$ cat config.mk
export PLATFORM = sky130hd
export DESIGN_NAME = cpu_core_flat
export DESIGN_NICKNAME = d
export VERILOG_FILES = /design/src/rtl/cpu_core_if.sv /design/src/rtl/cpu_core.sv /design/src/flat_wrapper.sv
export SDC_FILE = /design/constraint.sdc
export NUM_CORES = 1
export LEC_CHECK = 0
export ABC_AREA = 1
export BUFFER_PORTS_ARGS = -buffer_cell sky130_fd_sc_hd__buf_2
export CAP_MARGIN = 20
export CORE_MARGIN = 4
export CORE_UTILIZATION = 50
export CTS_CLUSTER_DIAMETER = 100
export DETAILED_ROUTE_END_ITERATION = 7
export PLACE_DENSITY = 0.65
export SLEW_MARGIN = 20
export SYNTH_ARGS = -nofsm -noshare
export SYNTH_HDL_FRONTEND = slang
export SYNTH_SLANG_ARGS = --single-unit
$ cat constraint.sdc
create_clock -name clk -period 5.3 [get_ports clk]
set_clock_uncertainty 0.05 [all_clocks]
set_input_delay 1.06 -clock clk [delete_from_list [all_inputs] [get_ports clk]]
set_output_delay 1.06 -clock clk [all_outputs]
set_load 0.01 [all_outputs]
$ cat src/rtl/cpu_core_if.sv
// Memory request/acknowledge channel: cpu_core drives the master side, memory the slave side.
interface cpu_core_if #(
    parameter int DW = 8,
    parameter int AW = 8
);
    logic          mem_req;
    logic          mem_we;
    logic [AW-1:0] mem_addr;
    logic [DW-1:0] mem_wdata;
    logic [DW-1:0] mem_rdata;
    logic          mem_ack;

    modport master (output mem_req, mem_we, mem_addr, mem_wdata, input  mem_rdata, mem_ack);
    modport slave  (input  mem_req, mem_we, mem_addr, mem_wdata, output mem_rdata, mem_ack);
endinterface

$ cat src/rtl/cpu_core.sv
// Multicycle CPU core: FETCH/DECODE/IMM/EXEC/MEM/HALT sequencer, 7 GPRs, Z/C flags, req/ack memory.
// Define CPU_CALL_STACK_EN to enable CALL/RET with a STK_DEPTH-entry return stack and fault reporting.
module cpu_core #(
    parameter int            DW        = 8,
    parameter int            AW        = 8,
    parameter logic [AW-1:0] RESET_VEC = '0,
    parameter int            STK_DEPTH = 4
) (
    input  logic          clk,
    input  logic          reset,
    cpu_core_if.master    mem,
    output logic [DW-1:0] out_data,
    output logic          out_valid,
    output logic          halted,
    output logic          fault
);
    if (DW < 8 || AW > DW || STK_DEPTH < 1) begin : g_param_check
        $error("cpu_core: illegal parameter combination");
    end

    typedef enum logic [2:0] {S_FETCH, S_DECODE, S_IMM, S_EXEC, S_MEM, S_HALT} state_e;

    state_e        state_q;
    logic [AW-1:0] pc_q;
    logic [DW-1:0] ir_q, t_q;
    logic [DW-1:0] rf_q [8];     // entry 7 is never written; index 7 selects memory/immediate
    logic          z_q, c_q;
    logic [DW-1:0] out_data_q;
    logic          out_valid_q, halted_q, fault_q;

    // Instruction decode
    logic [7:0] op;
    logic [2:0] f_d, f_s;
    logic       is_ldi, is_out, is_hlt, is_mov, mov_mem, is_alu, alu_imm, is_jcc;
    logic       is_call, is_ret, two_word, jcc_taken;

    assign op      = ir_q[7:0];
    assign f_d     = op[5:3];
    assign f_s     = op[2:0];
    assign is_ldi  = (op[7:3] == 5'b00010) && (f_s != 3'd7);
    assign is_out  = (op[7:3] == 5'b00011) && (f_s != 3'd7);
    assign is_hlt  = (op == 8'h7F);
    assign is_mov  = (op[7:6] == 2'b01) && !is_hlt;
    assign mov_mem = is_mov && ((f_d == 3'd7) || (f_s == 3'd7));
    assign is_alu  = (op[7:6] == 2'b10);
    assign alu_imm = is_alu && (f_s == 3'd7);
    assign is_jcc  = (op[7:3] == 5'b11000) && (f_s <= 3'd4);
`ifdef CPU_CALL_STACK_EN
    assign is_call = (op == 8'hC8);
    assign is_ret  = (op == 8'hD0);
`else
    assign is_call = 1'b0;
    assign is_ret  = 1'b0;
`endif
    assign two_word = is_ldi | mov_mem | alu_imm | is_jcc | is_call;

    always_comb begin
        jcc_taken = 1'b0;
        case (f_s)
            3'd0:    jcc_taken = 1'b1;
            3'd1:    jcc_taken = z_q;
            3'd2:    jcc_taken = !z_q;
            3'd3:    jcc_taken = c_q;
            3'd4:    jcc_taken = !c_q;
            default: jcc_taken = 1'b0;
        endcase
    end

    // ALU: alu_r[DW] is the carry/borrow/shifted-out bit
    logic [DW-1:0] alu_b;
    logic [DW:0]   alu_r;

    always_comb begin
        alu_b = alu_imm ? t_q : rf_q[f_s];
        alu_r = '0;
        case (f_d)
            3'd0:    alu_r = {1'b0, rf_q[0]} + {1'b0, alu_b};
            3'd1:    alu_r = {1'b0, rf_q[0]} - {1'b0, alu_b};
            3'd2:    alu_r = {1'b0, rf_q[0] & alu_b};
            3'd3:    alu_r = {1'b0, rf_q[0] | alu_b};
            3'd4:    alu_r = {1'b0, rf_q[0] ^ alu_b};
            3'd5:    alu_r = {1'b0, ~rf_q[0]};
            3'd6:    alu_r = {rf_q[0], 1'b0};
            default: alu_r = {rf_q[0][0], 1'b0, rf_q[0][DW-1:1]};
        endcase
    end

`ifdef CPU_CALL_STACK_EN
    localparam int SPW = $clog2(STK_DEPTH + 1);
    localparam int IW  = (STK_DEPTH > 1) ? $clog2(STK_DEPTH) : 1;
    logic [AW-1:0]  stk_q [STK_DEPTH];
    logic [SPW-1:0] sp_q, sp_m1;
    logic           stk_full, stk_empty;
    assign sp_m1     = sp_q - SPW'(1);
    assign stk_full  = (sp_q == SPW'(STK_DEPTH));
    assign stk_empty = (sp_q == '0);
`endif

    // Request is combinational so 0-wait acks complete in the request cycle
    always_comb begin
        mem.mem_req   = 1'b0;
        mem.mem_we    = 1'b0;
        mem.mem_addr  = pc_q;
        mem.mem_wdata = rf_q[f_s];
        case (state_q)
            S_FETCH, S_IMM: mem.mem_req = 1'b1;
            S_MEM: begin
                mem.mem_req  = 1'b1;
                mem.mem_we   = (f_d == 3'd7);
                mem.mem_addr = t_q[AW-1:0];
            end
            default: mem.mem_req = 1'b0;
        endcase
        if (reset) mem.mem_req = 1'b0;
    end

    always_ff @(posedge clk) begin
        if (reset) begin
            state_q     <= S_FETCH;
            pc_q        <= RESET_VEC;
            ir_q        <= '0;
            t_q         <= '0;
            for (int i = 0; i < 8; i++) rf_q[i] <= '0;
            z_q         <= 1'b0;
            c_q         <= 1'b0;
            out_data_q  <= '0;
            out_valid_q <= 1'b0;
            halted_q    <= 1'b0;
            fault_q     <= 1'b0;
`ifdef CPU_CALL_STACK_EN
            sp_q        <= '0;
`endif
        end else begin
            out_valid_q <= 1'b0;
            case (state_q)
                S_FETCH: if (mem.mem_ack) begin
                    ir_q    <= mem.mem_rdata;
                    pc_q    <= pc_q + 1'b1;
                    state_q <= S_DECODE;
                end
                S_DECODE: begin
                    state_q <= S_FETCH;
                    if (is_hlt) begin
                        state_q  <= S_HALT;
                        halted_q <= 1'b1;
                    end else if (two_word) begin
                        state_q <= S_IMM;
                    end else if (is_mov) begin
                        rf_q[f_d] <= rf_q[f_s];
                    end else if (is_alu) begin
                        rf_q[0] <= alu_r[DW-1:0];
                        z_q     <= (alu_r[DW-1:0] == '0);
                        c_q     <= alu_r[DW];
                    end else if (is_out) begin
                        out_data_q  <= rf_q[f_s];
                        out_valid_q <= 1'b1;
                    end
`ifdef CPU_CALL_STACK_EN
                    else if (is_ret) begin
                        if (stk_empty) begin
                            fault_q  <= 1'b1;
                            halted_q <= 1'b1;
                            state_q  <= S_HALT;
                        end else begin
                            pc_q <= stk_q[IW'(sp_m1)];
                            sp_q <= sp_m1;
                        end
                    end
`endif
                end
                S_IMM: if (mem.mem_ack) begin
                    t_q     <= mem.mem_rdata;
                    pc_q    <= pc_q + 1'b1;
                    state_q <= S_EXEC;
                end
                S_EXEC: begin
                    state_q <= S_FETCH;
                    if (is_ldi) begin
                        rf_q[f_s] <= t_q;
                    end else if (alu_imm) begin
                        rf_q[0] <= alu_r[DW-1:0];
                        z_q     <= (alu_r[DW-1:0] == '0);
                        c_q     <= alu_r[DW];
                    end else if (is_jcc) begin
                        if (jcc_taken) pc_q <= t_q[AW-1:0];
                    end else if (mov_mem) begin
                        state_q <= S_MEM;
                    end
`ifdef CPU_CALL_STACK_EN
                    else if (is_call) begin
                        if (stk_full) begin
                            fault_q  <= 1'b1;
                            halted_q <= 1'b1;
                            state_q  <= S_HALT;
                        end else begin
                            stk_q[IW'(sp_q)] <= pc_q;
                            sp_q             <= sp_q + SPW'(1);
                            pc_q             <= t_q[AW-1:0];
                        end
                    end
`endif
                end
                S_MEM: if (mem.mem_ack) begin
                    if (f_s == 3'd7) rf_q[f_d] <= mem.mem_rdata;
                    state_q <= S_FETCH;
                end
                S_HALT:  state_q <= S_HALT;
                default: state_q <= S_FETCH;
            endcase
        end
    end

    assign out_data  = out_data_q;
    assign out_valid = out_valid_q;
    assign halted    = halted_q;
    assign fault     = fault_q;
endmodule
$ cat src/flat_wrapper.sv
// flat-port wrapper written by rule: the top's interface ports become plain ports
module cpu_core_flat 
#(
    parameter int            DW        = 8,
    parameter int            AW        = 8,
    parameter logic [AW-1:0] RESET_VEC = '0,
    parameter int            STK_DEPTH = 4
)
  (clk, reset, out_data, out_valid, halted, fault, mem_mem_req, mem_mem_we, mem_mem_addr, mem_mem_wdata, mem_mem_rdata, mem_mem_ack);
  cpu_core_if #(.DW(DW), .AW(AW)) mem_i ();
  input  logic clk;
  input  logic reset;
  output logic [DW-1:0] out_data;
  output logic out_valid;
  output logic halted;
  output logic fault;
  output wire logic [$bits(mem_i.mem_req)-1:0] mem_mem_req;
  output wire logic [$bits(mem_i.mem_we)-1:0] mem_mem_we;
  output wire logic [$bits(mem_i.mem_addr)-1:0] mem_mem_addr;
  output wire logic [$bits(mem_i.mem_wdata)-1:0] mem_mem_wdata;
  input wire logic [$bits(mem_i.mem_rdata)-1:0] mem_mem_rdata;
  input wire logic [$bits(mem_i.mem_ack)-1:0] mem_mem_ack;
  assign mem_mem_req = mem_i.mem_req;
  assign mem_mem_we = mem_i.mem_we;
  assign mem_mem_addr = mem_i.mem_addr;
  assign mem_mem_wdata = mem_i.mem_wdata;
  assign mem_i.mem_rdata = mem_mem_rdata;
  assign mem_i.mem_ack = mem_mem_ack;
  cpu_core #(.DW(DW), .AW(AW), .RESET_VEC(RESET_VEC), .STK_DEPTH(STK_DEPTH)) u_core (.clk(clk), .reset(reset), .mem(mem_i), .out_data(out_data), .out_valid(out_valid), .halted(halted), .fault(fault));
endmodule
==> results of run 1 <==
-- final timing paths --
check / startpoint / endpoint / cells after the start
hold / removal: u_core.halted / u_core.halted / 2
hold reg to reg: u_core.halted / u_core.halted / 2
setup / recovery: register / u_core.z_q / 21
setup reg to reg: register / u_core.z_q / 21
-- cell usage after synthesis, drive strengths merged --
cell / number
a211oi: 7
a21o: 1
a21oi: 51
a22o: 1
a22oi: 1
a31oi: 4
and2: 1
buf: 19
clkbuf: 9
conb: 1
dfxtp: 42
edfxtp: 64
fa: 1
ha: 27
inv: 104
nand2: 186
nand3: 57
nand4: 5
nor2: 131
nor3: 5
nor4: 3
o2111ai: 4
o211ai: 9
o21a: 1
o21ai: 75
o221ai: 1
o22ai: 21
o31ai: 2
or2: 8
xnor2: 1
xor2: 6
-- cell type report --
cell class / count / area (µm²)
Fill cell: 1222 / 5610
Multi-Input combinational cell: 610 / 3290
Sequential cell: 106 / 2760
Inverter: 104 / 393
Clock buffer: 11 / 243
Tap cell: 172 / 215
Timing Repair Buffer: 39 / 198
Clock inverter: 5 / 62.6
-- cell families (layout without fill, tap and decap cells) --
family | after synthesis | in the layout | share of synthesized area
and+or+nand+nor | 396 | 396 | 0.270
AOI/OAI and AO/OA | 178 | 178 | 0.163
buffers and inverters | 132 | 159 | 0.0848
DFF | 106 | 106 | 0.418
adders and majority gates | 28 | 28 | 0.0541
xor gates and xnor gates | 7 | 7 | 0.00927
other | 1 | 1 | 0.000567
-- routing by layer --
layer	GRT usage	up-vias	part of all wire
li1	-	2870	-
met3	0.0384	35	0.071
met4	0.0858	2	0.022
met2	0.377	239	0.44
met1	0.371	2790	0.46
met5	0.0278	-	0.0026
-- placed cells by master, fill, tap and decap left out, types with 3 or more instances in the layout --
cell type	n
a21oi_1	51
nand2_1	171
ha_1	27
o21ai_0	63
o211ai_1	8
o21ai_1	8
inv_2	12
a31oi_1	4
nor2_2	6
o2111ai_1	4
nand4_1	5
o22ai_1	13
clkbuf_16	9
o21ai_2	3
inv_1	91
a211oi_1	7
buf_2	38
or2_2	8
edfxtp_1	64
nand3_1	53
xor2_1	6
nand2_2	14
nor3_1	4
o22ai_2	8
nor2_1	121
dfxtp_1	42
-- worst reg2reg max path, delay by kind of cell (launching register included) --
kind	cells	cell delay (ns)
AND/OR/NAND/NOR	9	1.12
buffers and inverters	1	0.43
AO/OA/AOI/OAI	8	1.40
flip-flops	1	0.75
adder cells (fa/ha/maj)	2	0.53
XOR/XNOR	1	0.23
-- where the power goes --
part           switching (mW)  internal (mW)
Sequential             0.0421          0.913
Combinational           0.482          0.228
Clock                   0.327          0.385
Total                   0.850           1.53
-- registers in the layout (all words and copies together), names as in the netlist, named ones only --
| signal | cells |
|---|---|
| u_core.c_q | 1 |
| u_core.pc_q | 8 |
| u_core.halted | 1 |
| u_core.t_q | 8 |
| u_core.z_q | 1 |
| u_core.out_data | 8 |
| u_core.out_valid | 1 |
| u_core.ir_q | 8 |
| u_core.state_q | 3 |
| u_core.rf_q | 64 |
-- stage by stage --
stage | setup WS (ns) | power, mW | hold WS, ns | area (µm²)
3_3_place_gp | 0.936 | 1.66 | 0.389 | 6860
2_1_floorplan | 1.82 | 1.47 | 0.405 | 6610
5_1_grt | 0.375 | 2.50 | 0.438 | 7160
4_1_cts | 0.830 | 2.37 | 0.407 | 7160
6_report | 0.745 | 2.38 | 0.403 | 7160
3_5_place_dp | 0.854 | 1.67 | 0.395 | 6860
==> impl_metrics.json, run 1 <==
{
  "clk_path_buf_depth": 2,
  "power_per_cell_area_mw_per_mm2": 332,
  "rrSetupSlack_ns": 0.75,
  "vias": 5936,
  "rows": 41,
  "final_max_slew_viol_count": 0,
  "synth_top_area_share": 0.291,
  "arrival_ns": 4.80,
  "clkSlewWorstSetupHoldPaths_ns": 0.08,
  "post_synth.cell_area_avg_um2": 7.80,
  "place_hpwl_um": 13700,
  "core-area_mm2": 0.0128,
  "status": "complete, no violations",
  "grt_max_degree": 44,
  "crit_required_ns": 5.55,
  "io_buffers": 38,
  "grt_usage": 0.252,
  "cts-root-buf": "clkbuf_16",
  "h-tree-depth": 3,
  "clock-sinks": 106,
  "remaining_drc_errors": 0,
  "p_leak_nw": 3.17,
  "routed_wl_um": 18500,
  "critPathCaptureType": "register",
  "path_class": "reg -> reg",
  "finish.utilization": 0.561,
  "routabilityCongestion": 0.965,
  "fin_cells": 1047,
  "final-setup-viol-count": 0,
  "yosys.area.top_type": "edfxtp_1",
  "fp.dieW_um": 123,
  "cp_slowest_cell": "dfxtp_1",
  "critPathMaxFanout": 19,
  "grt_antenna_before_repair": 0,
  "yosysSeqAreaShare": 0.418,
  "dieArea_mm2": 0.0151,
  "dp.cells": 1031,
  "synthCells": 848,
  "hold_viol": 0,
  "grt_pass1_vias": 5561,
  "cts_inserted_buffers": 9,
  "relSlewSlack": 0.414,
  "cts_hold_buf": 0,
  "clock_latency_ns": 0.36,
  "drv_cap": 0,
  "synth_fp_nets": 887,
  "avgRoutedWirePerCell_um": 17.7,
  "area_growth_pct": 8.32,
  "chipHeight_um": 123,
  "grt_first_pass_wirelength_um": 29300,
  "n_antenna_cell": 0,
  "viasPerCell": 5.67,
  "overflow": 0,
  "layout.nets": 909,
  "antenna_left": 0,
  "start_kind": "register",
  "tightest_slew_ns": 0.873,
  "drive_gt1_frac": 0.138,
  "slowest_delay_ns": 0.75,
  "cts_tree": "done",
  "fin_crit_sh": 0.859,
  "pin_count": 40,
  "min_period_ns": 4.55,
  "synth_area_mm2": 0.00661,
  "cp_cell_sequence": "inv_1, o211ai_1, o211ai_1, nand2_2, nand2_1, o21ai_2, ha_1, nand3_1, o21ai_0, xor2_1, ha_1, a21oi_1, o211ai_1, or2_2, nand3_1, nand2_1, o21ai_0, nand2_1, nor2_1, nand3_1, a21oi_1",
  "synth.top_cells.by_area": "edfxtp_1 29%, dfxtp_1 13%, nand2_1 9.7%",
  "yosysUniqueCellTypes": 51,
  "postCtsSetupRepairBufs": 0,
  "synth-seq-cells": 106,
  "max_clock_freq_ghz": 0.220,
  "start_util": 0.518,
  "drtIter0Drc": 600,
  "cts-resized-gates": 0,
  "tns_ns": 0,
  "cp_num_buf_inv": 1,
  "dr.pass1.iters": 7,
  "hp-class": "reg -> reg",
  "rsz0062_at_grt": "no",
  "cp_top_family": "compound AO/OA/AOI/OAI gates",
  "ir_drop_mv": 0.226,
  "yosysWarnings": 0
}
(Power assumes the default switching activity.)
==> run 2: changes to the inputs <==
==> constraint.sdc (replaced) <==
create_clock -name clk -period 4.6 [get_ports clk]
set_clock_uncertainty 0.05 [all_clocks]
set_input_delay 0.92 -clock clk [delete_from_list [all_inputs] [get_ports clk]]
set_output_delay 0.92 -clock clk [all_outputs]
set_load 0.01 [all_outputs]
==> impl_metrics.json, run 2 (synthesis results as in run 1) <==
{
  "cts-resized-gates": 0,
  "clkSlewWorstSetupHoldPaths_ns": 0.08,
  "path_class": "reg -> reg",
  "place_hpwl_um": 14400,
  "clk_path_buf_depth": 2,
  "io_buffers": 38,
  "postCtsSetupRepairBufs": 0,
  "dr.pass1.iters": 5,
  "p_total_mw": 2.72,
  "vias": 5998,
  "grt_antenna_before_repair": 0,
  "tightest_slew_ns": 0.914,
  "arrival_ns": 4.22,
  "cts_inserted_buffers": 9,
  "routed_wl_um": 19300,
  "area_growth_pct": 8.61,
  "pwr-share-comb": 0.305,
  "grt_first_pass_wirelength_um": 30700,
  "p_leak_nw": 3.19,
  "crit_required_ns": 4.84,
  "hp-class": "reg -> reg",
  "chipHeight_um": 123,
  "cts_hold_buf": 0,
  "cts_tree": "done",
  "critPathMaxFanout": 19,
  "fp.dieW_um": 123,
  "h-tree-depth": 3,
  "switching_share": 0.373,
  "hold_viol": 0,
  "overflow": 0,
  "drive_gt1_frac": 0.142,
  "rsz0062_at_grt": "no",
  "grt_pass1_vias": 5801,
  "mostFrequentLayoutCell": "nand2_1",
  "grt_max_degree": 36,
  "remaining_drc_errors": 0,
  "final_max_slew_viol_count": 0,
  "routabilityCongestion": 0.963,
  "clock_latency_ns": 0.36,
  "final_cell_mix": "171 x nand2_1, 121 x nor2_1, 91 x inv_1",
  "clock-sinks": 106,
  "pin_count": 40,
  "max_clock_freq_ghz": 0.251,
  "min_period_ns": 3.98,
  "rows": 41,
  "p_int_mw": 1.71,
  "core-area_mm2": 0.0128,
  "fin_crit_sh": 0.865,
  "status": "complete, no violations",
  "clkPwrFrac": 0.290,
  "final-setup-viol-count": 0,
  "largest_reg_flops": 64,
  "drv_cap": 0,
  "switchingPower_mw": 1.02,
  "tns_ns": 0,
  "relSlewSlack": 0.386,
  "antenna_left": 0,
  "cts-root-buf": "clkbuf_16",
  "drtIter0Drc": 796,
  "n_antenna_cell": 0,
  "start_kind": "register",
  "largest_register": "u_core.rf_q",
  "finish.utilization": 0.562,
  "viasPerCell": 5.71,
  "seq_power_share": 0.405,
  "ir_drop_mv": 0.216,
  "avgRoutedWirePerCell_um": 18.4,
  "power_per_cell_area_mw_per_mm2": 379,
  "grt_usage": 0.266,
  "dieArea_mm2": 0.0151,
  "critPathCaptureType": "register",
  "start_util": 0.518,
  "layout.nets": 912
}
[run 2: changes by cell type in the layout (fill, tap and decap cells not counted), sizes merged]
| cell | change |
|---|---|
| clkbuf | -2 |
| clkinv | +1 |
| bufinv | -1 |
| inv | +3 |
| buf | +3 |
| clkinvlp | -1 |
[run 2: worst paths after layout]
path | start | endpoint | slack [ns] | cells past startpoint
max | register | u_core.z_q | 0.62 | 21
min | u_core.halted | u_core.halted | 0.40 | 2
max reg2reg | register | u_core.z_q | 0.62 | 21
min reg2reg | u_core.halted | u_core.halted | 0.40 | 2
[run 2: per-stage QoR]
step / std cells / instance area, µm² / hold WS [ns] / setup WS, ns
finish: 1050 / 7180 / 0.397 / 0.622
global route: 1050 / 7180 / 0.441 / 0.266
CTS: 1050 / 7180 / 0.402 / 0.669
detailed placement: 1034 / 6880 / 0.391 / 0.727
global placement: 1034 / 6880 / 0.388 / 0.780
floorplan: 848 / 6610 / 0.405 / 1.12
[run 2: power groups by stage]
| stage | registers (mW) | clock network, mW | logic [mW] |
|---|---|---|---|
| 2_1_floorplan | 1.10 | 0 | 0.592 |
| 3_3_place_gp | 1.12 | 0 | 0.810 |
| 3_5_place_dp | 1.12 | 0 | 0.812 |
| 4_1_cts | 1.10 | 0.797 | 0.818 |
| 5_1_grt | 1.11 | 0.842 | 0.927 |
| 6_report | 1.10 | 0.790 | 0.831 |
[run 2: metal layers]
metal / share of wire / wire length (µm) / global-route usage
met1: 0.44 / 8490 / 0.374
met3: 0.097 / 1870 / 0.0755
met4: 0.023 / 443 / 0.0727
met5: 0 / 0 / 0
met2: 0.44 / 8460 / 0.405
[run 2: worst max-delay path, stage by stage, from the launching register on]
cell	delay [ns]
dfxtp_1	0.72
o21ai_0	0.20
o211ai_1	0.25
nand2_2	0.13
nand2_1	0.10
o21ai_2	0.11
ha_1	0.24
or2_2	0.30
xnor2_1	0.14
ha_1	0.38
a21oi_1	0.19
nand2_1	0.11
nand4_1	0.08
nand2_1	0.06
or2_2	0.27
nand3_1	0.07
nand3_1	0.07
inv_1	0.09
nand2_1	0.06
nor2_1	0.09
nand3_1	0.07
a21oi_1	0.12
[run 2: final cells by class]
cell class                 count  area (µm²)
fill                        1209        5590
inverter                     104         393
multi-input combinational    610        3290
tap                          172         215
timing repair buffer          42         220
clock inverter                 7        76.3
sequential                   106        2760
clock buffer                   9         225
